<file path="config.mk">
export PLATFORM = sky130hd
export DESIGN_NAME = sram_ctrl
export DESIGN_NICKNAME = d
export VERILOG_FILES = /design/src/rtl/sram_ctrl.sv
export SDC_FILE = /design/constraint.sdc
export NUM_CORES = 1
export LEC_CHECK = 0
export CORE_UTILIZATION = 41
export CTS_CLUSTER_DIAMETER = 50
export DETAILED_ROUTE_END_ITERATION = 10
export GPL_TIMING_DRIVEN = 0
export MAX_ROUTING_LAYER = met4
export PLACE_DENSITY = 0.81
export SLEW_MARGIN = 20
export SYNTH_ARGS = -nofsm -noshare
export SYNTH_HDL_FRONTEND = slang
export SYNTH_SLANG_ARGS = --single-unit
</file>
<file path="constraint.sdc">
create_clock -name clk -period 2.3 [get_ports clk]
set_clock_uncertainty 0.05 [all_clocks]
set_input_delay 0.23 -clock clk [delete_from_list [all_inputs] [get_ports clk]]
set_output_delay 0.23 -clock clk [all_outputs]
set_load 0.05 [all_outputs]
</file>
<file path="src/rtl/sram_ctrl.sv">
// Asynchronous-SRAM controller: one access per request, SETUP / ACTIVE / DONE
// sequencing over NCHIP 16-bit chips, all board-facing pins registered.
module sram_ctrl #(
  parameter int ADDR_W      = 18,
  parameter int DATA_W      = 32,
  parameter int WAIT_STATES = 2,
  parameter int COMMON_CTRL = 1
) (
  input  logic                   clk,
  input  logic                   reset,
  input  logic                   req,
  input  logic                   we,
  input  logic [ADDR_W-1:0]      addr,
  input  logic [DATA_W/8-1:0]    be,
  input  logic [DATA_W-1:0]      wdata,
  output logic                   ack,
  output logic [DATA_W-1:0]      rdata,
  output logic                   busy,
  output logic [ADDR_W-1:0]      ram_addr,
  input  logic [DATA_W-1:0]      ram_data_in,
  output logic [DATA_W-1:0]      ram_data_out,
  output logic                   ram_data_oe,
  output logic [DATA_W/16-1:0]   ram_ce_n,
  output logic [DATA_W/16-1:0]   ram_ub_n,
  output logic [DATA_W/16-1:0]   ram_lb_n,
  output logic [DATA_W/16-1:0]   ram_we_n,
  output logic [DATA_W/16-1:0]   ram_oe_n
);

  localparam int         NCHIP     = DATA_W / 16;
  localparam int         BE_W      = DATA_W / 8;
  localparam logic [3:0] LAST_WAIT = 4'(WAIT_STATES);

  typedef enum logic [1:0] {S_IDLE, S_SETUP, S_ACTIVE, S_DONE} state_t;

  state_t            state;
  logic [3:0]        wait_cnt;
  logic              we_q;
  logic [BE_W-1:0]   be_q;
  logic [NCHIP-1:0]  sel_in;
  logic [NCHIP-1:0]  sel_q;

  // A chip is selected when either of its two byte lanes is enabled.
  function automatic logic [NCHIP-1:0] chip_sel(input logic [BE_W-1:0] b);
    logic [NCHIP-1:0] s;
    for (int i = 0; i < NCHIP; i++) s[i] = b[2*i] | b[2*i+1];
    return s;
  endfunction

  function automatic logic [NCHIP-1:0] lane_n(input logic [BE_W-1:0] b, input logic upper);
    logic [NCHIP-1:0] s;
    for (int i = 0; i < NCHIP; i++) s[i] = ~b[2*i + (upper ? 1 : 0)];
    return s;
  endfunction

  // Boards with one shared /WE and /OE pull the line low if any chip needs it.
  function automatic logic [NCHIP-1:0] share(input logic [NCHIP-1:0] v);
    return (COMMON_CTRL != 0) ? {NCHIP{&v}} : v;
  endfunction

  function automatic logic [DATA_W-1:0] byte_mask(input logic [BE_W-1:0] b);
    logic [DATA_W-1:0] m;
    for (int k = 0; k < BE_W; k++) m[8*k +: 8] = {8{b[k]}};
    return m;
  endfunction

  assign sel_in = chip_sel(be);
  assign sel_q  = chip_sel(be_q);
  assign busy   = (state != S_IDLE);

  // NOTE: all state and pin registers use non-blocking assignments and a
  // synchronous reset, so every board strobe changes only on a clock edge.
  always_ff @(posedge clk) begin
    if (reset) begin
      state        <= S_IDLE;
      wait_cnt     <= '0;
      we_q         <= 1'b0;
      be_q         <= '0;
      ack          <= 1'b0;
      rdata        <= '0;
      ram_addr     <= '0;
      ram_data_out <= '0;
      ram_data_oe  <= 1'b0;
      ram_ce_n     <= '1;
      ram_ub_n     <= '1;
      ram_lb_n     <= '1;
      ram_we_n     <= '1;
      ram_oe_n     <= '1;
    end else begin
      ack <= 1'b0;
      case (state)
        S_IDLE: begin
          if (req) begin
            state       <= S_SETUP;
            we_q        <= we;
            be_q        <= be;
            ram_addr    <= addr;
            ram_data_oe <= we;
            if (we) ram_data_out <= wdata;
            ram_ce_n    <= ~sel_in;
            ram_ub_n    <= lane_n(be, 1'b1);
            ram_lb_n    <= lane_n(be, 1'b0);
            ram_oe_n    <= we ? '1 : share(~sel_in);
          end
        end
        S_SETUP: begin
          state    <= S_ACTIVE;
          wait_cnt <= '0;
          if (we_q) ram_we_n <= share(~sel_q);
        end
        S_ACTIVE: begin
          if (wait_cnt == LAST_WAIT) begin
            state    <= S_DONE;
            wait_cnt <= '0;
            ack      <= 1'b1;
            ram_ce_n <= '1;
            ram_ub_n <= '1;
            ram_lb_n <= '1;
            ram_we_n <= '1;
            ram_oe_n <= '1;
            if (!we_q) rdata <= ram_data_in & byte_mask(be_q);
          end else begin
            wait_cnt <= wait_cnt + 4'd1;
          end
        end
        S_DONE: begin
          // Write data is held through DONE; the bus is released on entry to IDLE.
          state       <= S_IDLE;
          ram_data_oe <= 1'b0;
        end
        default: state <= S_IDLE;
      endcase
    end
  end

endmodule

</file>
## Yosys cells after proc, flatten, opt, wreduce, memory -nomap -nowiden

Index checks and enable logic that the tools add are counted.

| storage, ports and cells | value |
|---|---|
| bits in registers | 105 |
| input port bits | 90 |
| output and inout bits | 95 |
| word-level logic and storage cells | 69 |

| cells by class | value |
|---|---|
| $add $sub $neg | 1 |
| equal/unequal tests | 7 |
| multiplexer cells | 19 |
| bitwise operators | 13 |
| reductions and logical operators | 15 |

Operator list:

| cell | number |
|---|---|
| $and A32 B32 Y32 | 1 |
| $pmux W2 S2 | 5 |
| $mux W2 | 8 |
| $reduce_and A3 Y1 | 4 |
| $reduce_and A2 Y1 | 5 |
| $pmux W2 S4 | 1 |
| $pmux W4 S2 | 1 |
| $reduce_bool A2 Y1 | 4 |
| $ne A2 B2 Y1 const B | 3 |
| $not A1 Y1 | 6 |
| $add A4 B1 Y4 const B | 1 |
| $eq A2 B2 Y1 const B | 2 |
| $eq A4 B2 Y1 const B | 1 |
| $mux W4 | 1 |
| $not A2 Y2 | 2 |
| $or A1 B1 Y1 | 4 |
| $eq A2 B1 Y1 const B | 1 |
| $logic_not A2 Y1 | 1 |
| $mux W1 | 2 |
| $pmux W1 S2 | 1 |
| $reduce_or A2 Y1 | 1 |

## Longest topological paths before layout

| logic depth | value |
|---|---|
| depth after elaboration | 6 |
| mapped depth | 9 |
| depth with buffers taken out | 6 |

## Worst setup path after synthesis

No wires, ideal clock.

| timing | value |
|---|---|
| path kind | register to register |
| start | register wait_cnt[0] |
| end | register ram_oe_n[0] |
| setup time | 0.120 ns |
| arrival time | 1.741 ns |
| data required time | 2.130 ns |
| path slack | 0.390 ns |
| cell stages (with the launch flop) | 8 |
| buffers on the path | 2 |
| clock period less this slack | 1.910 ns |
| cells stage by stage | dfxtp_1 inv_1 ha_1 or3b_1 buf_2 a211o_4 buf_6 a211o_1 |

| between the ends | value |
|---|---|
| longest elaborated chain between the ends | 3 |

RTL lines:

| element | line | text |
|---|---|---|
| from (decl) | 37 | `logic [3:0] wait_cnt;` |
| from (signal assigned) | 123 | `wait_cnt <= wait_cnt + 4'd1;` |
| $eq A4 B2 Y1 | 112 | `if (wait_cnt == LAST_WAIT) begin` |
| $ne A2 B2 Y1 (no line) | - |  |
| $reduce_and A3 Y1 (no line) | - |  |
| to (signal assigned) | 103 | `ram_oe_n <= we ? '1 : share(~sel_in);` |
| to (decl) | 27 | `output logic [DATA_W/16-1:0] ram_oe_n` |

No other way between the ends.
A chain may end at the register's enable or synchronous reset.

## Worst setup path in the final report

| timing | value |
|---|---|
| start | register wait_cnt[1] |
| end | register rdata[4] |

| between the ends | value |
|---|---|
| longest elaborated chain between the ends | 2 |

RTL lines:

| element | line | text |
|---|---|---|
| $eq A4 B2 Y1 | 112 |  |
| $reduce_and A3 Y1 (no line) | - |  |
| to (signal assigned) | 121 | `if (!we_q) rdata <= ram_data_in & byte_mask(be_q);` |
| to (decl) | 17 | `output logic [DATA_W-1:0] rdata,` |

No other way between the ends.

==> flow_summary.ini <==
[run_status]
status = finished clean

[routing]
dr.pass1.iters = 6
postRouteAntennaNets = 0
vias = 3981
routed_via_density = 5.04
wire_per_inst_um = 14.7
wl_met3_um = 941
drcViolationCount = 0
highest_layer = met4
routed_wl_mm = 11.6
wl_met1_mm = 5.01
drtIter0Drc = 126
routed-wl-met2_mm = 5.42

[floorplan]
dieWidth_um = 99.0
core-area_um2 = 9200
fp.dieH_um = 99.0
num_io_pins = 185
row_count = 35
die-area_um2 = 9800
start_util_pct = 41.9

[setup_path]
worstPathArrival_ns = 2.24
end_kind = flop
critPathLaunchType = flop
required_ns = 2.45
reg2reg_to = rdata[4]$_SDFFE_PP0P_
r2r_slack_ns = 0.21
ff2ff_path_depth = 8
worst-path-max-fanout = 10
path_class = flop to flop
r2r-start = wait_cnt[1]$_SDFFE_PP0P_

[sta]
max_freq_ghz = 0.480
hold_violations = 0
hold-worst-slack_ns = 0.371
fin_tns_setup_ns = 0
finalSetupViolCount = 0
slew_viol_final = 0
rsz0062_at_grt = no
period_needed_ns = 2.09
final.period_utilization_pct = 90.7
slew-limit-headroom_pct = 55.6
tightest_slew_ns = 0.665

[min_path]
hold_start = addr[9]
hold_path_class = input port to flop
holdPathStages = 3
hold_end = ram_addr[9]$_SDFFE_PP0P_

[clock_network]
cts_tree = yes
hold_buffers = 0
cts_num_sinks = 103
numCtsBuffers = 9
cts-root-buf = clkbuf_8
insertion_delay_ns = 0.34
ctsHtreeMaxLevel = 3
path_clk_slew_ns = 0.10
post_cts_buffers = 0
clk_path_buf_depth = 2

[synth]
synth.yosys.seq_area_share_pct = 53.5
yosys_warnings = 0
yosys_register_bits = 103
async_flop_share_pct = 0
synthesis.nets = 577
synth_area_leaders = dfxtp_1 53%, nand2_1 14%, a21oi_1 13%
synth_area_um2 = 3860
syn_area_per_cell_um2 = 8.02
synth_top_area_cell = dfxtp_1
syn_inst = 481
ys.flop_type = dfxtp_1
synth_enable_flop_cells = 0
synth_cell_types = 32
synth_top_area_share_pct = 53.5

[grt]
gr-total-overflow = 0
track_usage_pct = 24.6
grt_pass1_vias = 3833
antenna_found_initial = 0
grt_pass1_wl_mm = 18.4
grt_max_degree = 17

[placement]
port_buffers = 183
gp_congestion = 0.845
dp.final_hpwl_mm = 8.91

[layout]
synthToLayoutAreaGrowth_pct = 57.3
nets = 771
drive_gt1_share_pct = 4.42
layout_commonest_cell = clkdlybuf4s50_1
fillers = 769
final_cell_mix = 182 x clkdlybuf4s50_1, 144 x nand2_1, 103 x dfxtp_1, 99 x a21oi_1, 33 x nand3_1
antenna_cells = 0

[power]
vdd_drop_max_uv = 466
cellLeakagePower_nw = 2.15
power_density_nw_per_um2 = 944

[run]
drv_cap = 0
worst max-delay path: stages (launching register included):
cell	delay (ns)
dfxtp_1	0.39
ha_1	0.18
or3b_1	0.34
buf_2	0.17
or3_1	0.31
clkbuf_1	0.16
buf_2	0.21
nand2_1	0.09
a21oi_1	0.06
metrics by stage:
step	instances	util [%]	setup slack [ns]	area, µm²	power (mW)
6_report	790	66.0	0.215	6070	5.73
4_1_cts	790	66.0	0.223	6070	5.75
5_1_grt	790	66.0	0.0907	6070	6.03
2_1_floorplan	481	-	0.390	3860	3.63
3_5_place_dp	775	63.4	0.234	5830	4.43
3_3_place_gp	775	63.4	0.271	5830	4.37
power by group:
group / switching, mW / internal, mW / total (mW)
Sequential: 0.122 / 2.00 / 2.12
Combinational: 1.48 / 0.781 / 2.27
Clock: 0.592 / 0.750 / 1.34
Total: 2.20 / 3.53 / 5.73
cell usage after synthesis, types with 2 or more instances:
cell / count
nand2_1: 144
dfxtp_1: 103
a21oi_1: 99
nand3_1: 33
clkbuf_1: 30
nor2_1: 19
buf_2: 7
ha_1: 6
inv_1: 6
nor4b_1: 4
nor3_1: 3
a22oi_1: 2
and3_1: 2
buf_4: 2
nand2b_1: 2
nor4_2: 2
o21ai_0: 2
kinds of logic (layout without fill, tap and decap cells):
group / after synthesis / count (layout) / synth area share (%)
AND/OR/NAND/NOR: 218 / 218 / 24.7
AO/OA/AOI/OAI: 107 / 107 / 14.6
buffers and inverters: 46 / 244 / 5.09
adder cells (fa/ha/maj): 6 / 6 / 1.95
flip-flops: 103 / 103 / 53.5
multiplexers: 1 / 1 / 0.259
flip-flops by register name (all words and copies together) (netlist names):
register      count
ack               1
be_q              4
ram_addr         18
ram_ce_n          2
ram_data_oe       1
ram_data_out     32
ram_lb_n          2
ram_oe_n          1
ram_ub_n          2
ram_we_n          1
rdata            32
state             2
wait_cnt          4
we_q              1
cell type report:
class                           count  area [µm²]  area share [%]
Inverter                            6        22.5           0.371
Sequential cell                   103        2060            34.0
Tap cell                          111         139            2.29
Clock inverter                      5         104            1.71
Clock buffer                       10         138            2.27
Timing Repair Buffer              183        1830            30.2
Multi-Input combinational cell    332        1600            26.4
Buffer                             40         174            2.87
repair_timing:
| item | 4_1_cts | 5_1_grt |
|---|---|---|
| hold endpoints to repair | 0 | 0 |
| resized for setup | 1 | 0 |
| endpoints found under the setup margin | 1 | 0 |
layer usage:
metal	GRT usage (%)	vias to the layer above
met5	-	-
met4	8.15	0
met3	6.31	14
li1	-	1978
met2	39.7	166
met1	30.0	1823
worst max path at each step:
stage / startpoint / endpoint / cells after the start
2_1_floorplan: wait_cnt[0]$_SDFFE_PP0P_ / ram_oe_n[0]$_SDFFE_PP1P_ / 7
3_3_place_gp: wait_cnt[0]$_SDFFE_PP0P_ / rdata[4]$_SDFFE_PP0P_ / 9
3_5_place_dp: wait_cnt[0]$_SDFFE_PP0P_ / rdata[29]$_SDFFE_PP0P_ / 9
4_1_cts: state[0]$_SDFFE_PP0P_ / busy / 4
5_1_grt: wait_cnt[1]$_SDFFE_PP0P_ / rdata[2]$_SDFFE_PP0P_ / 7
6_report: wait_cnt[1]$_SDFFE_PP0P_ / rdata[4]$_SDFFE_PP0P_ / 8
No activity file was read; power rests on OpenSTA's default activity.
